===== config.mk =====
export PLATFORM = sky130hd
export DESIGN_NAME = alu_arbiter
export DESIGN_NICKNAME = d
export VERILOG_FILES = /design/src/rtl/alu_arbiter.sv
export SDC_FILE = /design/constraint.sdc
export NUM_CORES = 1
export LEC_CHECK = 0
export BUFFER_PORTS_ARGS = -buffer_cell sky130_fd_sc_hd__buf_2
export CELL_PAD_IN_SITES_DETAIL_PLACEMENT = 1
export CELL_PAD_IN_SITES_GLOBAL_PLACEMENT = 2
export CORE_AREA = 5 5 222 224
export CTS_BUF_LIST = sky130_fd_sc_hd__clkbuf_8
export DETAILED_ROUTE_END_ITERATION = 10
export DIE_AREA = 0 0 227 229
export GPL_ROUTABILITY_DRIVEN = 1
export GPL_TIMING_DRIVEN = 0
export PLACE_DENSITY_LB_ADDON = 0.1
export SYNTH_ARGS = -nofsm -noshare
export SYNTH_HDL_FRONTEND = slang
export SYNTH_SLANG_ARGS = --single-unit

===== constraint.sdc =====
create_clock -name clock -period 5.08 [get_ports clock]
set_clock_uncertainty 0.2 [all_clocks]
set_input_delay 1.016 -clock clock [delete_from_list [all_inputs] [get_ports clock]]
set_output_delay 1.016 -clock clock [all_outputs]
set_load 0.05 [all_outputs]

===== src/rtl/alu_arbiter.sv =====
// alu_arbiter: two-requester round-robin front end for one shared combinational ALU
//   clock, reset_n        : single clock, asynchronous active-low reset
//   reqN_valid/ready      : requester N handshake (N=0,1); ready only in IDLE for the granted side
//   reqN_a/b/fs/cin       : requester N operands, function select, carry-in
//   alu_a/b/fs/cin        : registered operands driven to the shared ALU
//   alu_f/stat/cout       : ALU result, status {V,C,N,Z}, carry-out
//   rsp_valid/ready       : response handshake; rsp_id/f/stat/cout held stable while pending
//   grant_cnt0/1          : saturating accepted-operation counters, present only when
//                           ALU_ARBITER_STATS_EN is defined, otherwise constant 0
module alu_arbiter #(
  parameter int WIDTH = 64
) (
  input  logic             clock,
  input  logic             reset_n,
  input  logic             req0_valid,
  output logic             req0_ready,
  input  logic [WIDTH-1:0] req0_a,
  input  logic [WIDTH-1:0] req0_b,
  input  logic [4:0]       req0_fs,
  input  logic             req0_cin,
  input  logic             req1_valid,
  output logic             req1_ready,
  input  logic [WIDTH-1:0] req1_a,
  input  logic [WIDTH-1:0] req1_b,
  input  logic [4:0]       req1_fs,
  input  logic             req1_cin,
  output logic [WIDTH-1:0] alu_a,
  output logic [WIDTH-1:0] alu_b,
  output logic [4:0]       alu_fs,
  output logic             alu_cin,
  input  logic [WIDTH-1:0] alu_f,
  input  logic [3:0]       alu_stat,
  input  logic             alu_cout,
  output logic             rsp_valid,
  output logic             rsp_id,
  output logic [WIDTH-1:0] rsp_f,
  output logic [3:0]       rsp_stat,
  output logic             rsp_cout,
  input  logic             rsp_ready,
  output logic [15:0]      grant_cnt0,
  output logic [15:0]      grant_cnt1
);
  typedef enum logic [1:0] {IDLE, EXEC, RESP} state_t;
  state_t state, state_nx;
  logic last;
  logic g1;
  logic xfer;
  always_comb begin
    g1 = req1_valid & (~req0_valid | ~last);
    // reset_n gates ready so nothing looks accepted while reset is held
    req0_ready = reset_n & (state == IDLE) & req0_valid & ~g1;
    req1_ready = reset_n & (state == IDLE) & g1;
    xfer = req0_ready | req1_ready;
    state_nx = (state == IDLE && xfer) ? EXEC :
               (state == EXEC) ? RESP :
               (state == RESP && rsp_ready) ? IDLE : state;
  end
  assign rsp_valid = (state == RESP);
  always_ff @(posedge clock or negedge reset_n)
    if (!reset_n) begin
      state    <= IDLE;
      last     <= 1'b1;
      alu_a    <= '0;
      alu_b    <= '0;
      alu_fs   <= '0;
      alu_cin  <= 1'b0;
      rsp_id   <= 1'b0;
      rsp_f    <= '0;
      rsp_stat <= '0;
      rsp_cout <= 1'b0;
    end else begin
      state <= state_nx;
      if (xfer) begin
        alu_a   <= req1_ready ? req1_a : req0_a;
        alu_b   <= req1_ready ? req1_b : req0_b;
        alu_fs  <= req1_ready ? req1_fs : req0_fs;
        alu_cin <= req1_ready ? req1_cin : req0_cin;
        rsp_id  <= req1_ready;
        last    <= req1_ready;
      end
      if (state == EXEC) begin
        rsp_f    <= alu_f;
        rsp_stat <= alu_stat;
        rsp_cout <= alu_cout;
      end
    end
`ifdef ALU_ARBITER_STATS_EN
  logic [15:0] cnt0, cnt1;
  always_ff @(posedge clock or negedge reset_n)
    if (!reset_n) begin
      cnt0 <= '0;
      cnt1 <= '0;
    end else begin
      if (req0_ready && cnt0 != 16'hFFFF) cnt0 <= cnt0 + 16'd1;
      if (req1_ready && cnt1 != 16'hFFFF) cnt1 <= cnt1 + 16'd1;
    end
  assign grant_cnt0 = cnt0;
  assign grant_cnt1 = cnt1;
`else
  assign grant_cnt0 = '0;
  assign grant_cnt1 = '0;
`endif
endmodule


## Word level (Yosys, flattened, before mapping)

Index checks and enable logic that the tools add are counted.

| operators by class | value |
|---|---|
| equal/unequal tests | 2 |
| multiplexer cells | 7 |
| bitwise operators | 10 |
| reductions and logical operators | 4 |

Operators by type and width:

| kind | number |
|---|---|
| $mux W64 | 2 |
| $mux W2 | 3 |
| $and A1 B1 Y1 | 5 |
| $mux W5 | 1 |
| $not A1 Y1 | 3 |
| $reduce_bool A3 Y1 | 1 |
| $eq A2 B1 Y1 const B | 1 |
| $eq A2 B2 Y1 const B | 1 |
| $logic_and A1 B1 Y1 | 2 |
| $logic_not A2 Y1 | 1 |
| $or A1 B1 Y1 | 2 |
| $mux W1 | 1 |

| storage, ports and cells | value |
|---|---|
| flip-flop bits (word level) | 207 |
| bits of input ports | 342 |
| output and inout port bits | 239 |
| word-level logic and storage cells | 33 |

## Depth between registers and ports, before layout

| depth | value |
|---|---|
| depth in word-level cells | 8 |
| depth in mapped cells | 6 |
| depth with buffers taken out | 3 |

## Least setup slack after synthesis

OpenSTA, ideal clock, no wires.

| timing path | value |
|---|---|
| kind | input to output |
| start | in reset_n |
| end | out req1_ready |
| arrival | 2,828 ps |
| required time | 3,864 ps |
| setup slack | 1,036 ps |
| stages on the path | 4 |
| buffers on the path | 2 |
| cell sequence | or3b_1 -> buf_4 -> buf_2 -> nor3_1 |

| on the way | value |
|---|---|
| cells in the longest elaborated chain, start to end | 2 |

Ends and longest elaborated chain:

| element | line | text |
|---|---|---|
| start, declared | 14 | `input logic reset_n,` |
| $and A1 B1 Y1 (2 in series) | 52 | `req1_ready = reset_n & (state == IDLE) & g1;` |
| end, declared | 22 | `output logic req1_ready,` |

No other way between the ends.

## Final worst setup path

Same ends and word-level chain as after synthesis.

==> impl_summary.md <==
Cells and area
Compared with the post-synthesis result, the final layout area differs by 46.49%. Cells fill between 30% and 40% of the core in the end. The final non-filler cell area is 14,670 um2.

The number of nets in the finished design is 1,811. The share of final-layout standard cells stronger than drive strength 1 is 51.23%.

Setup path
The worst setup path is launched from an input port. The critical path starts at reset_n. The endpoint kind of the worst setup timing path is an output port. The required time of the worst setup path is about 3.9 ns. The signal on the critical path passes through buf_8 -> buf_16 -> or3b_1 -> buf_4 -> buf_2 -> nor3_1 -> buf_2. The startpoint identified for the worst register-to-register timing path is last.

The end point of the critical path is req1_ready. The cell at the slowest stage of the critical path is nor3_1. The worst register-to-register path ends at alu_a[4]. Counting cells, the worst reg-to-reg path comes to 6. In this run the worst path has a maximum fanout of between 100 and 150. The buffers plus inverters on the worst setup path is 5. The delay of the slowest critical-path stage is 0.50 ns. The family of cells with the greatest summed delay on the critical path is buffers and inverters. The number of gates on the worst path with buffers counted is 7.

In this design, the critical path's most frequently occurring cell is buf_2. The worst setup path is of the input port to output port kind. The slack of the worst reg-to-reg path is 2.34 ns. The signal arrival time at the worst endpoint is 3.38 ns.

Clocking
The maximum level of the CTS H-tree is 2. TritonCTS built the clock tree. In this run, CTS created clock tree buffers numbering 45.

The number of buffers between clock root and the deepest sink is 3. The clock-pin transition on the worst setup and hold timing paths is about 0.05 ns. The clock sink count is between 200 and 250. The insertion delay of the later-clocked pin in the worst-skew pair is 0.60 ns. The library cell used as clock root buffer is clkbuf_8.

The number of buffers inserted by post-CTS setup repair is 0.

Synthesis
The synthesized instance count is 840. Sorting the synthesized cells by area gives the leading types as dfrtp_1 (51%), a2bb2oi_1 (12%), o31ai_1 (10%), a211oi_1 (10%), mux2_2 (7.8%). Counting instances in the post-synthesis netlist gives the leading cell types as dfrtp_1 (206), a2bb2oi_1 (134), o31ai_1 (134).

Yosys mapped a number of flops with a built-in enable equal to 0. The average size of a mapped cell is roughly 12 um2. The distinct cell type count of the synthesized netlist is 25. The mapped netlist covers 10,020 um2. In this run the biggest area consumer among cell types represents approximately half of the synthesized area. The number of warnings issued by yosys is 0. The biggest area consumer among synthesized cells is dfrtp_1. Counting flops and latches in the post-synthesis netlist gives approximately 210.

The portion of the post-synthesis area used by sequential elements is between 50% and 60%. The most common cell in the synthesized netlist is dfrtp_1. The async set-reset flop share out of synthesis is between 90% and 100%. Among all flip-flop cells after synthesis, the most frequent one is dfrtp_1.

Floorplan
between 500 and 600 I/O pins were placed. The placeable core area is between 40,000 and 50,000 um2. The die is 229 um tall. The placement row count is 80. The floorplan die area is 51,980 um2. The floorplan step set the die width to roughly 230 um. The initial cell density of the core is a little over a fifth.

Pwr
The part of the total power dissipated in sequential elements is between 20% and 30%. Of the total power, combinational logic draws between 50% and 60%. Dividing total power by cell area gives a power density of approximately 760 nW/um2.

In this run the power spent charging and discharging nets is between 5 and 6 mW. The clock network power share is roughly 17%. VDD sags by at most ~0.40 mV.

Net switching is a little over half of the power. The internal power of the cells totals 5.274 mW. The static power due to leakage is between 6 and 7 nW.

Route
The violation count after the first detailed-route iteration is 368. The met3 routed wirelength is 4.733 mm. Dividing the detail-routed via count by the number of cells gives about 4.7. For this block, wires on met1 add up to roughly 21 mm.

The count of nets left with antenna violations once routing finished came out at 0. Wire segments on met2 add up to 26.38 mm in the final route. The via count is about 10,000. The uppermost metal layer occupied by signal nets is met5. The total length of routed wires is around 54 mm. For this run, the detailed router's first-pass iteration total came to 6. The post-detailed-route DRC marker count is 0.

After detailed routing, the average wire length per cell comes to ~25 um.

Run status
The run finished with clean final reports.

Global route
The residual overflow from global routing is 0. Entering global routing, the biggest net connects 104 pins. The number of antenna violations at the first check in global routing is 19. The first global-routing pass estimated approximately 77 mm of wire. The number of global-route vias before repair was between 10,000 and 15,000.

The combined global-route utilization of all metal layers is about a fifth.

Run
The number of maximum-capacitance constraint violations is 0.

Timing
Setup violations remaining at the end of the flow were counted as 0. The final period demand of the worst path is ~4.6 ns. The worst path uses between 90 and 100% of the clock period. The total count of hold-check failures in the final report came to 0. The number of pins with negative max-slew slack in the final report came to 0.

Across all hold checks on the routed design, the worst slack comes to approximately 0.21 ns. The highest attainable clock frequency is between 0.2 and 0.25 GHz. In this run the tightest slew margin relative to its limit is 42.93%.

Setup repair after global routing left no endpoint under its margin. The actual transition at the worst max-transition pin is about 0.86 ns.

Placed design
The detailed placer's ending HPWL is 40.82 mm. The placed instances occupy a cell area of 13,710 um2. The routability congestion estimate from global placement is 0.7739.

The count of input and output buffers is around 550.

Min path
The class of the worst hold path is input port to async pin.
cell type report:
class	count	area, um2
Timing Repair Buffer	551	2818
Fill cell	5512	32470
Buffer	141	734.5
Tap cell	615	769.5
Sequential cell	207	5181
Clock buffer	62	853.3
Clock inverter	17	72.57
Antenna cell	11	27.53
Multi-Input combinational cell	520	4207
Inverter	3	11.26
power groups by stage:
stage | clock, mW | combinational, mW | sequential [mW]
floorplan | 0 | 1.86 | 5.62
global placement | 0 | 6.48 | 2.89
detailed placement | 0 | 6.51 | 2.90
CTS | 2.00 | 6.52 | 2.90
global route | 2.07 | 6.75 | 3.00
finish | 1.91 | 6.42 | 2.89
worst register-to-register path: stages, from the launching register on:
cell	delay, ns
dfstp_2	0.57
and2_1	0.13
clkbuf_1	0.64
buf_2	0.47
buf_2	0.32
o31ai_1	0.10
a2bb2oi_1	0.19
cell usage in the layout (no fill, tap or decap), types with 11 or more instances in the layout:
| cell type | n |
|---|---|
| a211oi_1 | 133 |
| a2bb2oi_1 | 134 |
| buf_2 | 585 |
| buf_4 | 38 |
| clkbuf_1 | 63 |
| clkbuf_8 | 62 |
| conb_1 | 32 |
| dfrtp_1 | 206 |
| diode_2 | 11 |
| inv_1 | 14 |
| mux2_2 | 69 |
| o31ai_1 | 134 |
timing repair:
action                    in CTS  in global routing
gates resized for setup        0                  0
hold endpoints to repair       5                  0
hold buffers                   1                  0
routing by layer:
metal / vias to the layer above / track usage (%)
met1: 4988 / 23.68
li1: 4592 / -
met3: 85 / 7.261
met2: 375 / 33.15
met5: - / 0
met4: 24 / 5.513
logic make-up (layout without fill, tap and decap cells):
family	count (synthesis)	after routing	share of synthesized area (%)
AOI/OAI and AO/OA	409	409	32.30
DFF	207	207	51.72
buffers and inverters	144	774	7.444
muxes	69	69	7.757
and+or+nand+nor	10	10	0.7370
other	1	43	0.03744
worst min path at each step:
stage / start / end / slack [ns] / depth (start not counted)
after floorplan: state[0] / state[1] / 0.30 / 1
after global placement: rsp_id / rsp_id / 0.27 / 1
after detailed placement: rsp_id / rsp_id / 0.28 / 1
after CTS: reset_n / rsp_f[20] / 0.25 / 2
after global routing: reset_n / rsp_f[20] / 0.26 / 2
final: reset_n / rsp_f[20] / 0.21 / 2
metrics by stage:
step	setup TNS, ns	cells	worst slack (ns)	power [mW]
floorplan	0	871	1.036	7.481
global placement	-591.75	2034	-3.173	9.376
detailed placement	0	2036	0.3712	9.416
CTS	0	2116	0.4007	11.42
global route	0	2120	0.2353	11.82
finish	0	2127	0.4882	11.22
flip-flops by register name, indices dropped and copies added, names as in the netlist:
| name | cells |
|---|---|
| alu_a | 64 |
| alu_b | 64 |
| alu_cin | 1 |
| alu_fs | 5 |
| last | 1 |
| rsp_cout | 1 |
| rsp_f | 64 |
| rsp_id | 1 |
| rsp_stat | 4 |
| state | 2 |
No activity file was read; power rests on OpenSTA's default activity.
